--- config.mk ---
export PLATFORM = sky130hd
export DESIGN_NAME = ofmap_deskew_writer_flat
export DESIGN_NICKNAME = d
export VERILOG_FILES = /design/src/rtl/ofmap_deskew_writer_if.sv /design/src/rtl/ofmap_deskew_writer.sv /design/src/flat_wrapper.sv
export SDC_FILE = /design/constraint.sdc
export NUM_CORES = 2
export LEC_CHECK = 0
export BUFFER_PORTS_ARGS = -buffer_cell sky130_fd_sc_hd__buf_2
export CORE_UTILIZATION = 40
export DETAILED_ROUTE_END_ITERATION = 16
export PLACE_DENSITY = 0.56
export SETUP_SLACK_MARGIN = 0.05
export SYNTH_ARGS = -nofsm -noshare
export SYNTH_HDL_FRONTEND = slang
export SYNTH_SLANG_ARGS = --single-unit
--- constraint.sdc ---
create_clock -name clk -period 3.3 [get_ports clk]
set_clock_uncertainty 0.05 [all_clocks]
set_input_delay 0.495 -clock clk [delete_from_list [all_inputs] [get_ports clk]]
set_output_delay 0.495 -clock clk [all_outputs]
set_load 0.01 [all_outputs]
--- src/rtl/ofmap_deskew_writer_if.sv ---
// ofmap_deskew_writer_if: skewed accumulator row stream in, ofmap BRAM write port out
interface ofmap_deskew_writer_if #(
    parameter int PE_SIZE        = 14,
    parameter int ACC_WIDTH      = 16,
    parameter int OUT_WIDTH      = 8,
    parameter int MEM_ADDR_WIDTH = 10
);
    logic                         valid_i;
    logic [ACC_WIDTH*PE_SIZE-1:0] ofmap_row_i;
    logic [OUT_WIDTH*PE_SIZE-1:0] mem_d_o;
    logic [MEM_ADDR_WIDTH-1:0]    mem_addr_o;
    logic                         mem_ce_o;
    logic                         mem_we_o;
    modport master (output valid_i, ofmap_row_i, input mem_d_o, mem_addr_o, mem_ce_o, mem_we_o);
    modport slave  (input valid_i, ofmap_row_i, output mem_d_o, mem_addr_o, mem_ce_o, mem_we_o);
endinterface

--- src/rtl/ofmap_deskew_writer.sv ---
// ofmap_deskew_writer: deskews array columns, requantises, and writes one frame of rows to the ofmap BRAM
module ofmap_deskew_writer #(
    parameter int PE_SIZE        = 14,
    parameter int ACC_WIDTH      = 16,
    parameter int OUT_WIDTH      = 8,
    parameter int SHIFT_WIDTH    = 4,
    parameter int FRAME_ROWS     = 896,
    parameter int MEM_ADDR_WIDTH = 10,
    parameter int MEM_DATA_WIDTH = OUT_WIDTH*PE_SIZE
) (
    input  logic                      clk,
    input  logic                      rst,
    input  logic                      start_i,
    input  logic [MEM_ADDR_WIDTH-1:0] base_addr_i,
    input  logic                      relu_en_i,
    input  logic [SHIFT_WIDTH-1:0]    shift_i,
    output logic                      finish_o,
    output logic                      busy_o,
    output logic                      drop_o,
    ofmap_deskew_writer_if.slave      bus
);
    typedef enum logic {IDLE, RUN} state_t;
    localparam int CNT_W = $clog2(FRAME_ROWS + 1);
    localparam logic signed [ACC_WIDTH-1:0] MAX_V = ACC_WIDTH'((1 << (OUT_WIDTH - 1)) - 1);
    localparam logic signed [ACC_WIDTH-1:0] MIN_V = ~MAX_V;

    state_t                            state, state_nxt;
    logic [CNT_W-1:0]                  count;
    logic [MEM_ADDR_WIDTH-1:0]         base_q;
    logic                              relu_q;
    logic [SHIFT_WIDTH-1:0]            shift_q;
    logic [PE_SIZE-2:0]                vld_sr;
    logic [PE_SIZE-1:0][ACC_WIDTH-1:0] aligned;
    logic [MEM_DATA_WIDTH-1:0]         d_nxt;
    logic                              row_vld, accept, wr, last;

    function automatic logic [OUT_WIDTH-1:0] quant(input logic signed [ACC_WIDTH-1:0] x,
                                                   input logic [SHIFT_WIDTH-1:0] sh, input logic relu);
        logic signed [ACC_WIDTH-1:0] v;
        v = x >>> sh;
        v = (relu && v < 0) ? '0 : v;
        return (v > MAX_V) ? MAX_V[OUT_WIDTH-1:0] : (v < MIN_V) ? MIN_V[OUT_WIDTH-1:0] : v[OUT_WIDTH-1:0];
    endfunction

    // column c arrives c cycles early, so a c-stage delay lines every column up with column 0
    for (genvar c = 0; c < PE_SIZE; c++) begin : g_col
        logic [ACC_WIDTH-1:0] x;
        assign x = bus.ofmap_row_i[(c+1)*ACC_WIDTH-1 -: ACC_WIDTH];
        if (c == 0) begin : g_direct
            assign aligned[c] = x;
        end else begin : g_dly
            logic [ACC_WIDTH-1:0] sr [c];
            always_ff @(posedge clk) begin
                sr[0] <= x;
                for (int k = 1; k < c; k++) sr[k] <= sr[k-1];
            end
            assign aligned[c] = sr[c-1];
        end
        assign d_nxt[(c+1)*OUT_WIDTH-1 -: OUT_WIDTH] = quant(aligned[c], shift_q, relu_q);
    end

    always_ff @(posedge clk)
        vld_sr <= rst ? '0 : (vld_sr << 1) | (PE_SIZE-1)'(bus.valid_i);

    assign row_vld = vld_sr[PE_SIZE-2];

    always_ff @(posedge clk)
        state <= rst ? IDLE : state_nxt;

    always_comb
        state_nxt = (state == IDLE) ? (accept ? RUN : IDLE) : (last ? IDLE : RUN);

    // finish_o high means the frame just ended; a start in that cycle is still ignored
    always_comb begin
        accept = start_i && state == IDLE && !finish_o;
        wr     = row_vld && state == RUN;
        last   = wr && count == CNT_W'(FRAME_ROWS - 1);
    end

    always_ff @(posedge clk) begin
        if (rst) begin
            count          <= '0;
            base_q         <= '0;
            relu_q         <= 1'b0;
            shift_q        <= '0;
            drop_o         <= 1'b0;
            finish_o       <= 1'b0;
            bus.mem_we_o   <= 1'b0;
            bus.mem_addr_o <= '0;
            bus.mem_d_o    <= '0;
        end else begin
            if (accept) begin
                base_q  <= base_addr_i;
                relu_q  <= relu_en_i;
                shift_q <= shift_i;
            end
            count        <= accept ? '0 : wr ? count + 1'b1 : count;
            drop_o       <= (drop_o && !accept) || (row_vld && state == IDLE);
            finish_o     <= last;
            bus.mem_we_o <= wr;
            if (wr) begin
                bus.mem_addr_o <= base_q + MEM_ADDR_WIDTH'(count);
                bus.mem_d_o    <= d_nxt;
            end
        end
    end

    assign bus.mem_ce_o = bus.mem_we_o;
    assign busy_o       = state == RUN || finish_o;
endmodule

--- src/flat_wrapper.sv ---
// flat-port wrapper written by rule: the top's interface ports become plain ports
module ofmap_deskew_writer_flat 
#(
    parameter int PE_SIZE        = 14,
    parameter int ACC_WIDTH      = 16,
    parameter int OUT_WIDTH      = 8,
    parameter int SHIFT_WIDTH    = 4,
    parameter int FRAME_ROWS     = 896,
    parameter int MEM_ADDR_WIDTH = 10,
    parameter int MEM_DATA_WIDTH = OUT_WIDTH*PE_SIZE
)
  (clk, rst, start_i, base_addr_i, relu_en_i, shift_i, finish_o, busy_o, drop_o, bus_valid_i, bus_ofmap_row_i, bus_mem_d_o, bus_mem_addr_o, bus_mem_ce_o, bus_mem_we_o);
  ofmap_deskew_writer_if #(.PE_SIZE(PE_SIZE), .ACC_WIDTH(ACC_WIDTH), .OUT_WIDTH(OUT_WIDTH), .MEM_ADDR_WIDTH(MEM_ADDR_WIDTH)) bus_i ();
  input  logic clk;
  input  logic rst;
  input  logic start_i;
  input  logic [MEM_ADDR_WIDTH-1:0] base_addr_i;
  input  logic relu_en_i;
  input  logic [SHIFT_WIDTH-1:0] shift_i;
  output logic finish_o;
  output logic busy_o;
  output logic drop_o;
  input wire logic [$bits(bus_i.valid_i)-1:0] bus_valid_i;
  input wire logic [$bits(bus_i.ofmap_row_i)-1:0] bus_ofmap_row_i;
  output wire logic [$bits(bus_i.mem_d_o)-1:0] bus_mem_d_o;
  output wire logic [$bits(bus_i.mem_addr_o)-1:0] bus_mem_addr_o;
  output wire logic [$bits(bus_i.mem_ce_o)-1:0] bus_mem_ce_o;
  output wire logic [$bits(bus_i.mem_we_o)-1:0] bus_mem_we_o;
  assign bus_i.valid_i = bus_valid_i;
  assign bus_i.ofmap_row_i = bus_ofmap_row_i;
  assign bus_mem_d_o = bus_i.mem_d_o;
  assign bus_mem_addr_o = bus_i.mem_addr_o;
  assign bus_mem_ce_o = bus_i.mem_ce_o;
  assign bus_mem_we_o = bus_i.mem_we_o;
  ofmap_deskew_writer #(.PE_SIZE(PE_SIZE), .ACC_WIDTH(ACC_WIDTH), .OUT_WIDTH(OUT_WIDTH), .SHIFT_WIDTH(SHIFT_WIDTH), .FRAME_ROWS(FRAME_ROWS), .MEM_ADDR_WIDTH(MEM_ADDR_WIDTH), .MEM_DATA_WIDTH(MEM_DATA_WIDTH)) u_core (.clk(clk), .rst(rst), .start_i(start_i), .base_addr_i(base_addr_i), .relu_en_i(relu_en_i), .shift_i(shift_i), .finish_o(finish_o), .busy_o(busy_o), .drop_o(drop_o), .bus(bus_i));
endmodule
==> qor.txt <==
post-synthesis sequential area ratio -> 71.73%
vias in the first global route -> 25,980
post-CTS setup buffer count -> 0
Clock Power Share -> 43.0%
setup TNS -> 0 ns
top cells by count, synth -> dfxtp_1, nand2_1, nor2_1
Detailed Route Iter0 Violations -> 1,586
H-tree Lvls -> 4
Final Instance Count excl. Fillers -> 5,612
Int Power -> 31.83 mW
hold slack -> 0.07106 ns
crit-path cells -> buf_4 -> mux4_2 -> nand2_1 -> nand2_1 -> or4_1 -> o21ai_1 -> o311ai_0
largest family of logic cells by synthesized area -> multiplexers
Synth Instances -> 3,369
Distinct cells, synth -> 81
post-synth top area share -> 71.73%
Syn Area/Cell -> 13.42 um^2
pre-CTS WS -> 0.3230 ns
GRT overflow -> 0
Core ar. -> 111,400 um^2
outcome -> finished clean
Rel. slew slack -> 31.98%
CP Buf/Inv Count -> 1
Routed WL -> 99.59 mm
Vias/cell -> 4.661
DR WL/cell -> 17.75 um
Setup WS post-layout -> 0.2597 ns
clk_lat worst skew -> 0.76 ns
DIE HEIGHT -> 338.2 um
CP Max Fanout -> 24
Critical Path End Type -> flip-flop
die area -> 114,400 um^2
Max VDD drop -> 539.8 uV
routed length on met1 -> 45.17 mm
placed cell count -> 5,104
GP Congestion -> 0.8840
crit-path max cell delay -> 0.66 ns
CTS Buffer Depth -> 3
Final period util -> 92.13%
synthesis-stage register bit count -> 1,620
max layer used -> met4
root buffer cell -> clkbuf_16
Least-Margin Pin Slew -> 1.018 ns
xor/xnor cell area share of the yosys netlist -> 0.2712%
global-route wire length before repair -> 151.9 mm
fill count -> 9,765
share of layout cells above drive strength 1 -> 21.59%
ANT nets after route -> 0
Clock transition at path regs -> 0.06 ns
CP top delay family -> simple AND/OR/NAND/NOR gates
Netlist Area Pre-Place -> 45,220 um^2
clk sinks -> 1,620
I/O pins -> 370
most used cell, CP -> nand2_1
Design Area, Final -> 56,180 um^2
Vias -> 26,160
Min-Delay Path Class -> in2reg
drt first pass iters -> 5
Die X -> 338.2 um
sw frac -> 21.88%
compound-cell area share of the yosys netlist -> 7.181%
largest net degree at the start of global routing -> 67
CTS tree -> built
Tmin final -> 3.040 ns
portion of netlist area occupied by mux cells -> 11.36%
Post-DP HPWL -> 68.08 mm
fraction of registers with async set/reset -> 0%
number of buffers created by CTS -> 155
Overall Global Routing Usage -> 17.28%
leakage -> 23.12 nW
Sequential Power Share -> 51.3%
DP Area -> 48,670 um^2
IO buf count -> 369
synth top area cells -> dfxtp_1, mux4_2, mux2i_1, nand2_1, a211oi_1
leading area contributor after synthesis -> dfxtp_1
ys flop type -> dfxtp_1
Pwr Density -> 725.2 nW/um^2
Pwr Total -> 40.74 mW
final core occ -> 50.42%
Sw Pwr -> 8.913 mW
final hold viol count -> 0
kind of critical path -> reg2reg
Post-synth EDFFs -> 0
critical path's slowest cell -> dfxtp_4
count leader, synth -> dfxtp_1
combinational power share -> 5.6%
Critical Path Start Type -> flip-flop
Adder-Cell Fraction of Synth Area -> 0.3210%
Worst EP arrival -> 3.57 ns
final setup vio count -> 0
Mapped Nets -> 3,623
wire length on met3 -> 6.902 mm
synth-to-layout area growth -> 24.25%
Synth Area in Simple Gates -> 6.901%
Worst EP required -> 3.83 ns
Residual DRC -> 0
initial core utilization -> 40.58%
unrepaired setup endpoints after global routing -> false
Slew Viols, Final -> 0
Routed met2 length -> 44.29 mm
max cap viols -> 0
initial antenna violation count -> 8
Achievable Freq -> 328.9 MHz
# nets final -> 4,250
Ys Warns -> 0
Site Rows -> 122
[path summary, 6_finish.rpt]
path                            slack (ns)  depth (start not counted)                       startpoint                              end
worst max-delay path                  0.26                          7                u_core.shift_q[1]           u_core.bus.mem_d_o[69]
worst min-delay path                  0.07                          3                       shift_i[0]                u_core.shift_q[0]
worst max register to register        0.26                          7                u_core.shift_q[1]           u_core.bus.mem_d_o[69]
worst min register to register        0.26                          0  u_core.g_col[9].g_dly.sr[0][36]  u_core.g_col[9].g_dly.sr[0][52]
[logic make-up (layout without fill, tap and decap cells)]
family / after synthesis / count (layout)
compound gates: 480 / 480
xor+xnor: 14 / 14
fa+ha+maj: 11 / 11
buf+inv: 204 / 953
flops: 1620 / 1620
mux: 343 / 343
other cells: 0 / 6
simple gates: 697 / 697
[flip-flops by register name (all words and copies together), names as in the netlist]
register	cells
u_core.base_q	10
u_core.bus.mem_addr_o	10
u_core.bus.mem_ce_o	1
u_core.bus.mem_d_o	112
u_core.count	10
u_core.drop_o	1
u_core.finish_o	1
u_core.g_col.g_dly.sr	1456
u_core.relu_q	1
u_core.shift_q	4
u_core.state	1
u_core.vld_sr	13
[power by group through the flow]
stage          Sequential [mW]  Clock [mW]  Combinational (mW)
5_1_grt                   21.0        18.9                2.49
6_report                  20.9        17.5                2.29
3_5_place_dp              21.4           0                2.07
4_1_cts                   20.9        18.1                2.28
2_1_floorplan             21.1           0                1.52
3_3_place_gp              21.4           0                2.08
[metal layers]
metal  track usage [%]  vias to the layer above
met3             4.504                      186
met1             22.95                    12240
met2             26.60                      769
li1                  -                    12970
met4             7.320                        0
met5                 0                        -
[tightest hold or removal path, delay by kind of cell]
kind                   cells  cell delay, ns
and+or+nand+nor            1            0.09
AOI/OAI and AO/OA          1            0.11
buffers and inverters      1            0.10
[cell type report]
type | instances | area (um^2) | share of cell area, %
antenna | 6 | 15.01 | 0.02673
clock buffer | 225 | 4433 | 7.891
clock inverter | 54 | 825.8 | 1.470
inverter | 20 | 81.33 | 0.1448
multi-input combinational | 1545 | 11790 | 20.99
sequential | 1620 | 32450 | 57.76
tap | 1488 | 1862 | 3.314
timing repair buffer | 654 | 4722 | 8.405
[layout by cell type (no fill, tap or decap), drive strengths merged, types with 38 or more instances in the layout]
cell,instances
a211oi,110
a21oi,129
buf,431
clkbuf,225
dfxtp,1620
dlygate4sd3,223
mux2,51
mux2i,161
mux4,131
nand2,295
nand3,41
nor2,197
nor2b,38
o21ai,86
[timing repair]
item | CTS | global route
resized for setup | 0 | 0
endpoints found under the hold margin | 223 | 0
hold buffers | 223 | 0
No activity file was read; power rests on OpenSTA's default activity.
